### config.mk
export PLATFORM = sky130hd
export DESIGN_NAME = avr_fetch_unit
export DESIGN_NICKNAME = d
export VERILOG_FILES = /design/src/rtl/avr_pkg.sv /design/src/rtl/avr_next_pc.sv /design/src/rtl/avr_fetch_unit.sv
export SDC_FILE = /design/constraint.sdc
export NUM_CORES = 1
export LEC_CHECK = 0
export CAP_MARGIN = 20
export CORE_MARGIN = 5
export CORE_UTILIZATION = 51
export DETAILED_ROUTE_END_ITERATION = 12
export GPL_ROUTABILITY_DRIVEN = 0
export MAX_ROUTING_LAYER = met4
export PLACE_DENSITY_LB_ADDON = 0.25
export SETUP_SLACK_MARGIN = 0.02
export SLEW_MARGIN = 5
export SYNTH_ARGS = -nofsm -noshare
export SYNTH_HDL_FRONTEND = slang
export SYNTH_SLANG_ARGS = --single-unit
### constraint.sdc
create_clock -name CLK -period 8.6 [get_ports CLK]
set_input_delay 1.72 -clock CLK [delete_from_list [all_inputs] [get_ports CLK]]
set_output_delay 1.72 -clock CLK [all_outputs]
set_load 0.02 [all_outputs]
### src/rtl/avr_pkg.sv
// Shared AVR core definitions: next-PC source encodings and the bubble instruction word.
package avr_pkg;

    localparam int unsigned INSTR_W = 16;
    localparam int unsigned PCS_W   = 3;

    // Next-PC select codes driven by the CPU; 5..7 are reserved and fetch sequentially.
    localparam logic [PCS_W-1:0] PCS_INC   = 3'd0;
    localparam logic [PCS_W-1:0] PCS_REL   = 3'd1;
    localparam logic [PCS_W-1:0] PCS_ABS   = 3'd2;
    localparam logic [PCS_W-1:0] PCS_SKIP1 = 3'd3;
    localparam logic [PCS_W-1:0] PCS_SKIP2 = 3'd4;

    localparam logic [INSTR_W-1:0] NOP_WORD = 16'h0000;

endpackage

### src/rtl/avr_next_pc.sv
// Combinational next-fetch-address selector for the AVR fetch stage.
// FETCH_SKIP2_EN enables the pc+3 skip over two-word instructions; otherwise code 4 fetches sequentially.
module avr_next_pc
    import avr_pkg::*;
#(
    parameter int unsigned PC_WIDTH = 16
) (
    input  logic [PC_WIDTH-1:0] pc,
    input  logic [PCS_W-1:0]    pc_src,
    input  logic [PC_WIDTH-1:0] jmp,
    input  logic                stall,
    output logic [PC_WIDTH-1:0] next_pc_c
);

    // All sums are PC_WIDTH wide so wrap-around is implicit.
    always_comb begin
        next_pc_c = pc + PC_WIDTH'(1);
        if (stall) begin
            next_pc_c = pc;
        end else begin
            case (pc_src)
                PCS_REL:   next_pc_c = pc + PC_WIDTH'(1) + jmp;
                PCS_ABS:   next_pc_c = jmp;
                PCS_SKIP1: next_pc_c = pc + PC_WIDTH'(2);
`ifdef FETCH_SKIP2_EN
                PCS_SKIP2: next_pc_c = pc + PC_WIDTH'(3);
`endif
                default:   next_pc_c = pc + PC_WIDTH'(1);
            endcase
        end
    end

endmodule

### src/rtl/avr_fetch_unit.sv
// AVR instruction-fetch stage: owns the PC, addresses the one-cycle-latency program ROM.
// Optional FETCH_SKIP2_EN (see avr_next_pc) adds the pc+3 skip source.
module avr_fetch_unit #(
    parameter int unsigned PC_WIDTH = 16,
    parameter logic [15:0] NOP_WORD = avr_pkg::NOP_WORD
) (
    input  logic                CLK,
    input  logic                RST,
    input  logic                stall,
    input  logic [2:0]          pc_src,
    input  logic [PC_WIDTH-1:0] jmp,
    input  logic [15:0]         prog_data,
    output logic [PC_WIDTH-1:0] prog_addr,
    output logic [15:0]         cur_instr,
    output logic [PC_WIDTH-1:0] current_pc
);

    logic [PC_WIDTH-1:0] pc_q;
    logic [PC_WIDTH-1:0] pc_d;
    logic [PC_WIDTH-1:0] next_pc_c;
    logic                prime_q;
    logic                prime_d;

    avr_next_pc #(
        .PC_WIDTH (PC_WIDTH)
    ) u_next_pc (
        .pc        (pc_q),
        .pc_src    (pc_src),
        .jmp       (jmp),
        .stall     (stall),
        .next_pc_c (next_pc_c)
    );

    // The priming cycle re-fetches word 0, since the ROM may have been held in reset too.
    always_comb begin
        pc_d    = next_pc_c;
        prime_d = 1'b0;
        if (!RST) begin
            pc_d    = '0;
            prime_d = 1'b1;
        end else if (prime_q) begin
            pc_d = '0;
        end
    end

    always_ff @(posedge CLK) begin
        if (!RST) begin
            pc_q    <= '0;
            prime_q <= 1'b1;
        end else begin
            pc_q    <= pc_d;
            prime_q <= prime_d;
        end
    end

    assign prog_addr  = pc_d;
    assign current_pc = pc_q;
    assign cur_instr  = (!RST || prime_q) ? NOP_WORD : prog_data;

endmodule

# Yosys cells after proc, flatten, opt, wreduce, memory -nomap -nowiden
# Cells that the tools add are included.
[totals] in_bits=38 out_inout_bits=48 word_cells=16 regBits=17
[classes] n_addsub=3 mux=6 n_reduce_logical=2 n_eq_ne=3
[op_table] cell="2-to-1 mux 16 bit" n=4
[op_table] cell="case mux 16 bit (3 select lines)" n=1
[op_table] cell="adder 16 x 1 -> 16 bit (second input constant)" n=1
[op_table] cell="adder 16 bit" n=1
[op_table] cell="adder 16 x 2 -> 16 bit (second input constant)" n=1
[op_table] cell="equality test 3 x 2 -> 1 bit (second input constant)" n=2
[op_table] cell="equality test 3 x 1 -> 1 bit (second input constant)" n=1
[op_table] cell="logical NOT 1 bit" n=1
[op_table] cell="logical OR 1 bit" n=1
[op_table] cell="2-to-1 mux 1 bit" n=1

# Logic depth before layout (Yosys ltp)
# Gate-level depths: netlist of run 1.
[logic_depth] depth_word=6 depth_mapped=15 depth_no_buf=14

# Hierarchy
# A second synthesis of run 1 with hierarchy kept.
[unflattened] cells_unflattened=385 hier_area_um2=2909.0
[modules_own_cells] module="avr_next_pc" seq_area_each_um2=0.0 instances=1 cells_each=309 area_per_inst_um2=2062.0
[modules_own_cells] module="avr_fetch_unit" seq_area_each_um2=340.3 instances=1 cells_each=76 area_per_inst_um2=847.1

# Worst setup path before layout of run 1
# No wires, ideal clock.
[synth_timing] path_type="input-to-output" startpoint="in jmp[0]" endpoint="out prog_addr[12]" slack_ns=3.007 path_buffers=0 required_time_ns=6.880 cell_stages=10 arrival_ns=3.873 cell_sequence="ha_1 -> inv_1 -> fa_1 -> nor2b_1 -> o2111ai_1 -> a2111oi_0 -> nor2_1 -> o21ai_0 -> a21oi_1 -> o31ai_1"
[synth_via] elab_chain_cells=5
[synth_rtl] element="start, declared" line_no="avr_fetch_unit.sv:11" rtl="input logic [PC_WIDTH-1:0] jmp,"
[synth_rtl] element="adder 16 bit" line_no="avr_next_pc.sv:22" rtl="PCS_REL: next_pc_c = pc + PC_WIDTH'(1) + jmp;"
[synth_rtl] element="case mux 16 bit (3 select lines)" line_no="avr_next_pc.sv:21" rtl="case (pc_src)"
[synth_rtl] element="2-to-1 mux 16 bit" line_no="avr_next_pc.sv:18" rtl="if (stall) begin"
[synth_rtl] element="2-to-1 mux 16 bit" line_no="avr_fetch_unit.sv:41" rtl="end else if (prime_q) begin"
[synth_rtl] element="2-to-1 mux 16 bit" line_no="avr_fetch_unit.sv:38" rtl="if (!RST) begin"
[synth_rtl] element="end, declared" line_no="avr_fetch_unit.sv:13" rtl="output logic [PC_WIDTH-1:0] prog_addr,"
# No other way between the ends.

# Worst setup path in the final report of run 1
[layout_timing] startpoint="in jmp[0]" endpoint="out prog_addr[14]"
# Same word-level chain as after synthesis.

==> impl_results.md, run 1 <==
- Status: completed
- Drt first pass iters: 5
- Max-slew violation count: 0
- Nets: 496
- Setup violations, final: 0
- Max_cap viols: 0
- Number of DRC markers in iteration 0: 297
- Post-CTS resize count: 0
- Final cell count without fillers: 506
- Placed cells: 502
- Async set or reset register ratio after synthesis: 0
- Post-route setup slack: 1.690 ns
- Drt total wl: 8792 um
- Synth warn: 0
- TritonCTS clock tree: built
- Worst-skew pair later-pin latency: 0.27 ns
- Setup tns final: 0 ns
- Peak VDD IR: 0.00006169 V
- Clk sinks: 17
- Synth Register Bits: 17
- I/O pins: 86
- Syn Area/Cell: 7.044 sq um
- Register Area: 340.3 sq um
- DIE WIDTH: 81.49 um
- Sequential fraction of the synthesis area: 0.1306
- Final worst path period share: 0.8034
- Clock transition at path regs: 0.08 ns
- Kind of critical path: in -> out
- Main synth FF type: dfxtp_1
- Worst setup SP type: primary input
- Dpl hpwl: 6599 um
- EDFF count, synth: 0
- Fillers: 442
- Fraction of layout cells with a size suffix above 1: 0.03899
- WP buf/inv: 3
- Largest net degree at the start of global routing: 31
- CTS buffer count: 3
- Fin Hold WS: 0.6003 ns
- Die Area: 6640 sq um
- Cells along the critical path: clkdlybuf4s50_1 > ha_1 > inv_1 > fa_1 > nor2b_1 > o2111ai_1 > a2111oi_0 > nor2_1 > a31oi_1 > xor2_1 > nand3_1 > a31oi_1 > clkdlybuf4s50_1
- Fin. Hold Viols: 0
- Cell area after synthesis: 2606 sq um
- Initial Utilization: 0.5169
- # Post-CTS Setup Buffers: 0
- Slew @ Worst Pin: 0.9236 ns
- Worst path required time: 6.88 ns
- Global-route wire length before repair: 13760 um
- Multi-input logic area: 2063 sq um
- Critical-path top delay cell: clkdlybuf4s50_1
- Critical Path AT: 5.19 ns
- Initial antenna violation count: 0
- CP Capture Type: output port
- Crit Path Max Fanout: 3
- Ant. Diodes: 0
- Vias per Instance: 6.099
- Layout Skew: 0.003549 ns
- RSZ-0062 raised after global routing: false
- P&R area growth vs syn: 32.41%
- Global Route Usage Sum: 0.2727
- Row count: 26
- Antenna viol nets, final: 0
- Routed vias: 3086
- Vias in the first global route: 2919
- GRT overflow: 0
- Hold crit path type: reg -> reg
- H-tree level count: 1
- Fmax: 144.7 MHz
- Distinct cells, synth: 53
- Die Height: 81.49 um
- Core ar.: 5042 sq um
- CP top delay family: buffers and inverters
- Setup WS pre-CTS: 1.779 ns
- Clock Tree Buf Depth: 2
- Syn Nets: 429
- Rel. slew slack: 0.3820
- DRC Markers: 0
- Hold bufs inserted after CTS: 0
- PD cells: 80.51 nW/um^2
- Static Leak: 1.290 nW
- Fin util: 0.6844
- Crit-path max cell delay: 0.63 ns
- Port Buffers: 85
- Gate Count Post-Synth: 370
- WL/cell: 17.38 um
- Final min period: 6.910 ns
- CTS root buf: clkbuf_8
logic make-up (layout without fill, tap and decap cells):
kind of cell / after synthesis / count (layout) / share of synthesized area
compound gates: 115 / 115 / 0.2895
xor+xnor: 38 / 38 / 0.1335
fa+ha+maj: 21 / 21 / 0.1037
buf+inv: 38 / 104 / 0.07777
flops: 17 / 17 / 0.1306
mux: 1 / 1 / 0.003841
simple gates: 140 / 140 / 0.2612
final cells by class:
cell class | instances | share of cell area
clock buffers | 3 | 0.01197
clock inverters | 1 | 0.002175
inverters | 14 | 0.01523
multi-input cells | 315 | 0.5979
flip-flops and latches | 17 | 0.09862
well taps | 70 | 0.02538
repair buffers | 86 | 0.2487
cell usage in the layout, fill, tap and decap left out, types with 2 or more instances in the layout:
cell type / netlist / layout
or2_2: 2 / 2
a32oi_1: 2 / 2
and2_1: 18 / 18
clkbuf_8: 0 / 3
o22ai_1: 5 / 5
nor2_1: 37 / 37
o221ai_1: 4 / 4
a31oi_1: 8 / 8
nand2b_1: 5 / 5
o221a_2: 2 / 2
nand3_1: 14 / 14
or3_1: 2 / 2
a22oi_1: 7 / 7
xor2_1: 11 / 11
o21a_1: 2 / 2
a21oi_1: 34 / 34
nor4_1: 2 / 2
o211ai_1: 5 / 5
nor3_1: 8 / 8
nand4_1: 5 / 5
nor2b_1: 4 / 4
xnor2_1: 25 / 25
o21ai_0: 25 / 25
inv_1: 14 / 14
nand2_1: 39 / 39
o31ai_1: 7 / 7
ha_1: 20 / 20
a32o_1: 2 / 2
clkdlybuf4s50_1: 0 / 85
a21o_1: 2 / 2
dfxtp_1: 17 / 17
through the flow:
step | power [mW] | cell area (sq um)
floorplan | 0.1625 | 2606
global placement | 0.2064 | 3402
detailed placement | 0.2087 | 3402
CTS | 0.2770 | 3451
global route | 0.2921 | 3451
finish | 0.2778 | 3451
synthesized netlist by cell type, types with 2 or more instances:
library cell / n / share of area
nand2b_1: 5 / 0.012
a21oi_1: 34 / 0.065
a22oi_1: 7 / 0.020
nor3_1: 8 / 0.015
o21a_1: 2 / 0.0058
nand3_1: 14 / 0.027
o22ai_1: 5 / 0.012
buf_4: 2 / 0.0058
nor2b_1: 4 / 0.0096
nor4_1: 2 / 0.0048
buf_6: 6 / 0.026
dfxtp_1: 17 / 0.13
or2_2: 2 / 0.0048
o221a_2: 2 / 0.0086
a32oi_1: 2 / 0.0067
or3_1: 2 / 0.0048
buf_1: 2 / 0.0029
o211ai_1: 5 / 0.014
clkbuf_1: 11 / 0.016
xor2_1: 11 / 0.037
o21ai_0: 25 / 0.048
o221ai_1: 4 / 0.013
nor2_1: 37 / 0.053
nand4_1: 5 / 0.012
ha_1: 20 / 0.096
and2_1: 18 / 0.043
o31ai_1: 7 / 0.020
xnor2_1: 25 / 0.084
a21o_1: 2 / 0.0058
nand2_1: 39 / 0.056
buf_2: 2 / 0.0038
inv_1: 14 / 0.020
a31oi_1: 8 / 0.019
a32o_1: 2 / 0.0077
worst register-to-register path: stages (launching register included):
cell      delay (ns)
dfxtp_1         0.56
ha_1            0.40
nand2_1         0.10
nor3_1          0.55
nand2_1         0.14
xnor2_1         0.23
ha_1            0.33
a21oi_1         0.25
a21oi_1         0.10
nor2_1          0.15
o21ai_0         0.17
a211oi_4        0.28
xnor2_1         0.12
a211o_1         0.32
a32o_1          0.22
metal layers:
| metal | global-route usage | vias to the layer above | wire length (um) | part of all wire |
|---|---|---|---|---|
| met5 | - | - | 0 | 0 |
| met4 | 0.07095 | 0 | 167 | 0.019 |
| met3 | 0.05044 | 20 | 697 | 0.079 |
| met2 | 0.4332 | 161 | 4083 | 0.46 |
| met1 | 0.3560 | 1440 | 3845 | 0.44 |
| li1 | - | 1465 | - | - |
state kept, by name, indices dropped and copies added, names as in the netlist:
register and cells:
current_pc 16, prime_q 1
final timing paths:
| path | start | to | slack (ns) | cells after the start |
|---|---|---|---|---|
| hold / removal | current_pc[14]$_SDFF_PN0_ | current_pc[14]$_SDFF_PN0_ | 0.60 | 2 |
| setup reg to reg | current_pc[1]$_SDFF_PN0_ | current_pc[15]$_SDFF_PN0_ | 4.58 | 14 |
| hold reg to reg | current_pc[14]$_SDFF_PN0_ | current_pc[14]$_SDFF_PN0_ | 0.60 | 2 |
| setup / recovery | jmp[0] | prog_addr[14] | 1.69 | 13 |
where the power goes:
group | switching [mW] | total (mW) | internal (mW)
clock network | 0.0353 | 0.0682 | 0.0328
registers | 0.00599 | 0.0872 | 0.0812
logic | 0.0658 | 0.122 | 0.0566
Power figures use the tool's default switching activity.
==> inputs of run 2 (changes only) <==
--- a/config.mk
+++ b/config.mk
@@ -7,7 +7,7 @@
 export LEC_CHECK = 0
 export CAP_MARGIN = 20
 export CORE_MARGIN = 5
-export CORE_UTILIZATION = 51
+export CORE_UTILIZATION = 47
 export DETAILED_ROUTE_END_ITERATION = 12
 export GPL_ROUTABILITY_DRIVEN = 0
 export MAX_ROUTING_LAYER = met4
==> constraint.sdc (replaced) <==
create_clock -name CLK -period 6.65 [get_ports CLK]
set_input_delay 1.33 -clock CLK [delete_from_list [all_inputs] [get_ports CLK]]
set_output_delay 1.33 -clock CLK [all_outputs]
set_load 0.02 [all_outputs]
==> impl_results.md, run 2 (synthesized netlist as in run 1, its figures left out) <==
- Status: completed
- Post-CTS resize count: 0
- CP top delay family: buffers and inverters
- Commonest non-fill, non-tap cells in the layout: clkdlybuf4s50_1 (85), nand2_1 (39), nor2_1 (37), a21oi_1 (34)
- Row count: 27
- Kind of critical path: in -> out
- Clock Tree Buf Depth: 2
- Cell-internal power: 224.1 uW
- Fillers: 492
- Final cell count without fillers: 517
- Switching Share: 0.3780
- CTS root buf: clkbuf_8
- H-tree level count: 1
- Final min period: 6.021 ns
- GRT overflow: 0
- Antenna viol nets, final: 0
- Max_cap viols: 0
- Peak VDD IR: 0.00006887 V
- Setup violations, final: 0
- Vias per Instance: 6.075
- Largest net degree at the start of global routing: 31
- Setup tns final: 0 ns
- Layout Skew: 0.004403 ns
- Hold crit path type: reg -> reg
- Max reg flops: 16
- Clock transition at path regs: 0.08 ns
- Clock power share: 0.240
- Worst-skew pair later-pin latency: 0.26 ns
- Routed vias: 3141
- Sequential power share: 0.313
- PD cells: 102.5 nW/um^2
- Slew @ Worst Pin: 0.6233 ns
- Dpl hpwl: 6694 um
- Drt first pass iters: 5
- Crit-path max cell delay: 0.64 ns
- Most common cell after layout, fill and taps aside: clkdlybuf4s50_1
- WP buf/inv: 3
- Worst setup SP type: primary input
- Initial Utilization: 0.4792
- DIE WIDTH: 84.47 um
- Global-route wire length before repair: 14840 um
- Fin. Hold Viols: 0
- Placed cells: 513
- Max-slew violation count: 0
- RSZ-0062 raised after global routing: false
- Clk sinks: 17
- Critical-path top delay cell: clkdlybuf4s50_1
- Die Area: 7134 sq um
- Hold bufs inserted after CTS: 0
- Rel. slew slack: 0.5813
- DRC Markers: 0
- Cells along the critical path: clkdlybuf4s50_1 > ha_1 > inv_1 > fa_1 > nor2b_1 > o2111ai_1 > a2111oi_0 > nor2_1 > a31oi_1 > xor2_1 > nand3_1 > a31oi_1 > clkdlybuf4s50_1
- Die Height: 84.47 um
- Crit Path Max Fanout: 3
- Worst hold start: current_pc[14]$_SDFF_PN0_
- Vias in the first global route: 3106
- Drt total wl: 8978 um
- Static Leak: 1.335 nW
- Nets: 505
- Initial antenna violation count: 0
- P&R area growth vs syn: 34.95%
- Worst setup path startpoint: jmp[0]
- Worst path required time: 5.32 ns
- Number of DRC markers in iteration 0: 352
- # Post-CTS Setup Buffers: 0
- Global Route Usage Sum: 0.2611
- Fmax: 166.1 MHz
- Fraction of layout cells with a size suffix above 1: 0.05618
- Net switching power: 136.2 uW
- Logic pwr share: 0.447
- CTS buffer count: 3
- Reg2Reg Launch Point: current_pc[1]$_SDFF_PN0_
- WL/cell: 17.37 um
- Port Buffers: 85
- CP Capture Type: output port
- Core ar.: 5439 sq um
- Ant. Diodes: 0
- Final worst path period share: 0.9053
- TritonCTS clock tree: built
- I/O pins: 86
- Critical Path AT: 4.69 ns
## run 2: final cells by class
cell class              instances  area, sq um  area share
multi-input cells             315         2063      0.5866
repair buffers                 95        925.9      0.2633
clock buffers                   4        45.04     0.01281
well taps                      72        90.09     0.02561
inverters                      14        52.55     0.01494
flip-flops and latches         17        340.3     0.09676
## run 2: per-layer routing
layer	routed length, um	GRT usage	vias to the layer above	share of wire
li1	-	-	1484	-
met1	3908	0.3473	1451	0.44
met2	4078	0.4096	183	0.45
met3	807	0.03435	23	0.090
met4	184	0.08489	0	0.020
met5	0	-	-	0
## run 2: final timing paths
| path | to | depth (start not counted) | slack, ns |
|---|---|---|---|
| worst min-delay path | current_pc[14]$_SDFF_PN0_ | 2 | 0.60 |
| worst min register to register | current_pc[14]$_SDFF_PN0_ | 2 | 0.60 |
| worst max register to register | current_pc[15]$_SDFF_PN0_ | 15 | 2.98 |
| worst max-delay path | prog_addr[14] | 13 | 0.63 |
## run 2: worst min-delay path, delay by kind of cell, from the launching register on
kind	cells	cell delay [ns]
flip-flops	1	0.38
AND/OR/NAND/NOR	1	0.10
AO/OA/AOI/OAI	1	0.08
## run 2: stage by stage
step / worst slack [ns] / power, mW / hold slack [ns] / area, sq um / util
floorplan: 1.786 / 0.2101 / 0.6242 / 2606 / -
global placement: 0.7666 / 0.2713 / 0.5682 / 3472 / 0.6384
detailed placement: 0.6731 / 0.2740 / 0.5778 / 3472 / 0.6384
CTS: 0.6450 / 0.3616 / 0.5921 / 3517 / 0.6467
global route: 0.3449 / 0.3803 / 0.6641 / 3517 / 0.6467
finish: 0.6294 / 0.3604 / 0.6044 / 3517 / 0.6467
## run 2: power groups by stage
stage	registers (mW)	clock network, mW	logic (mW)
global placement	0.115	0	0.157
detailed placement	0.115	0	0.159
floorplan	0.115	0	0.0950
finish	0.113	0.0864	0.161
global route	0.114	0.0911	0.176
CTS	0.113	0.0892	0.160
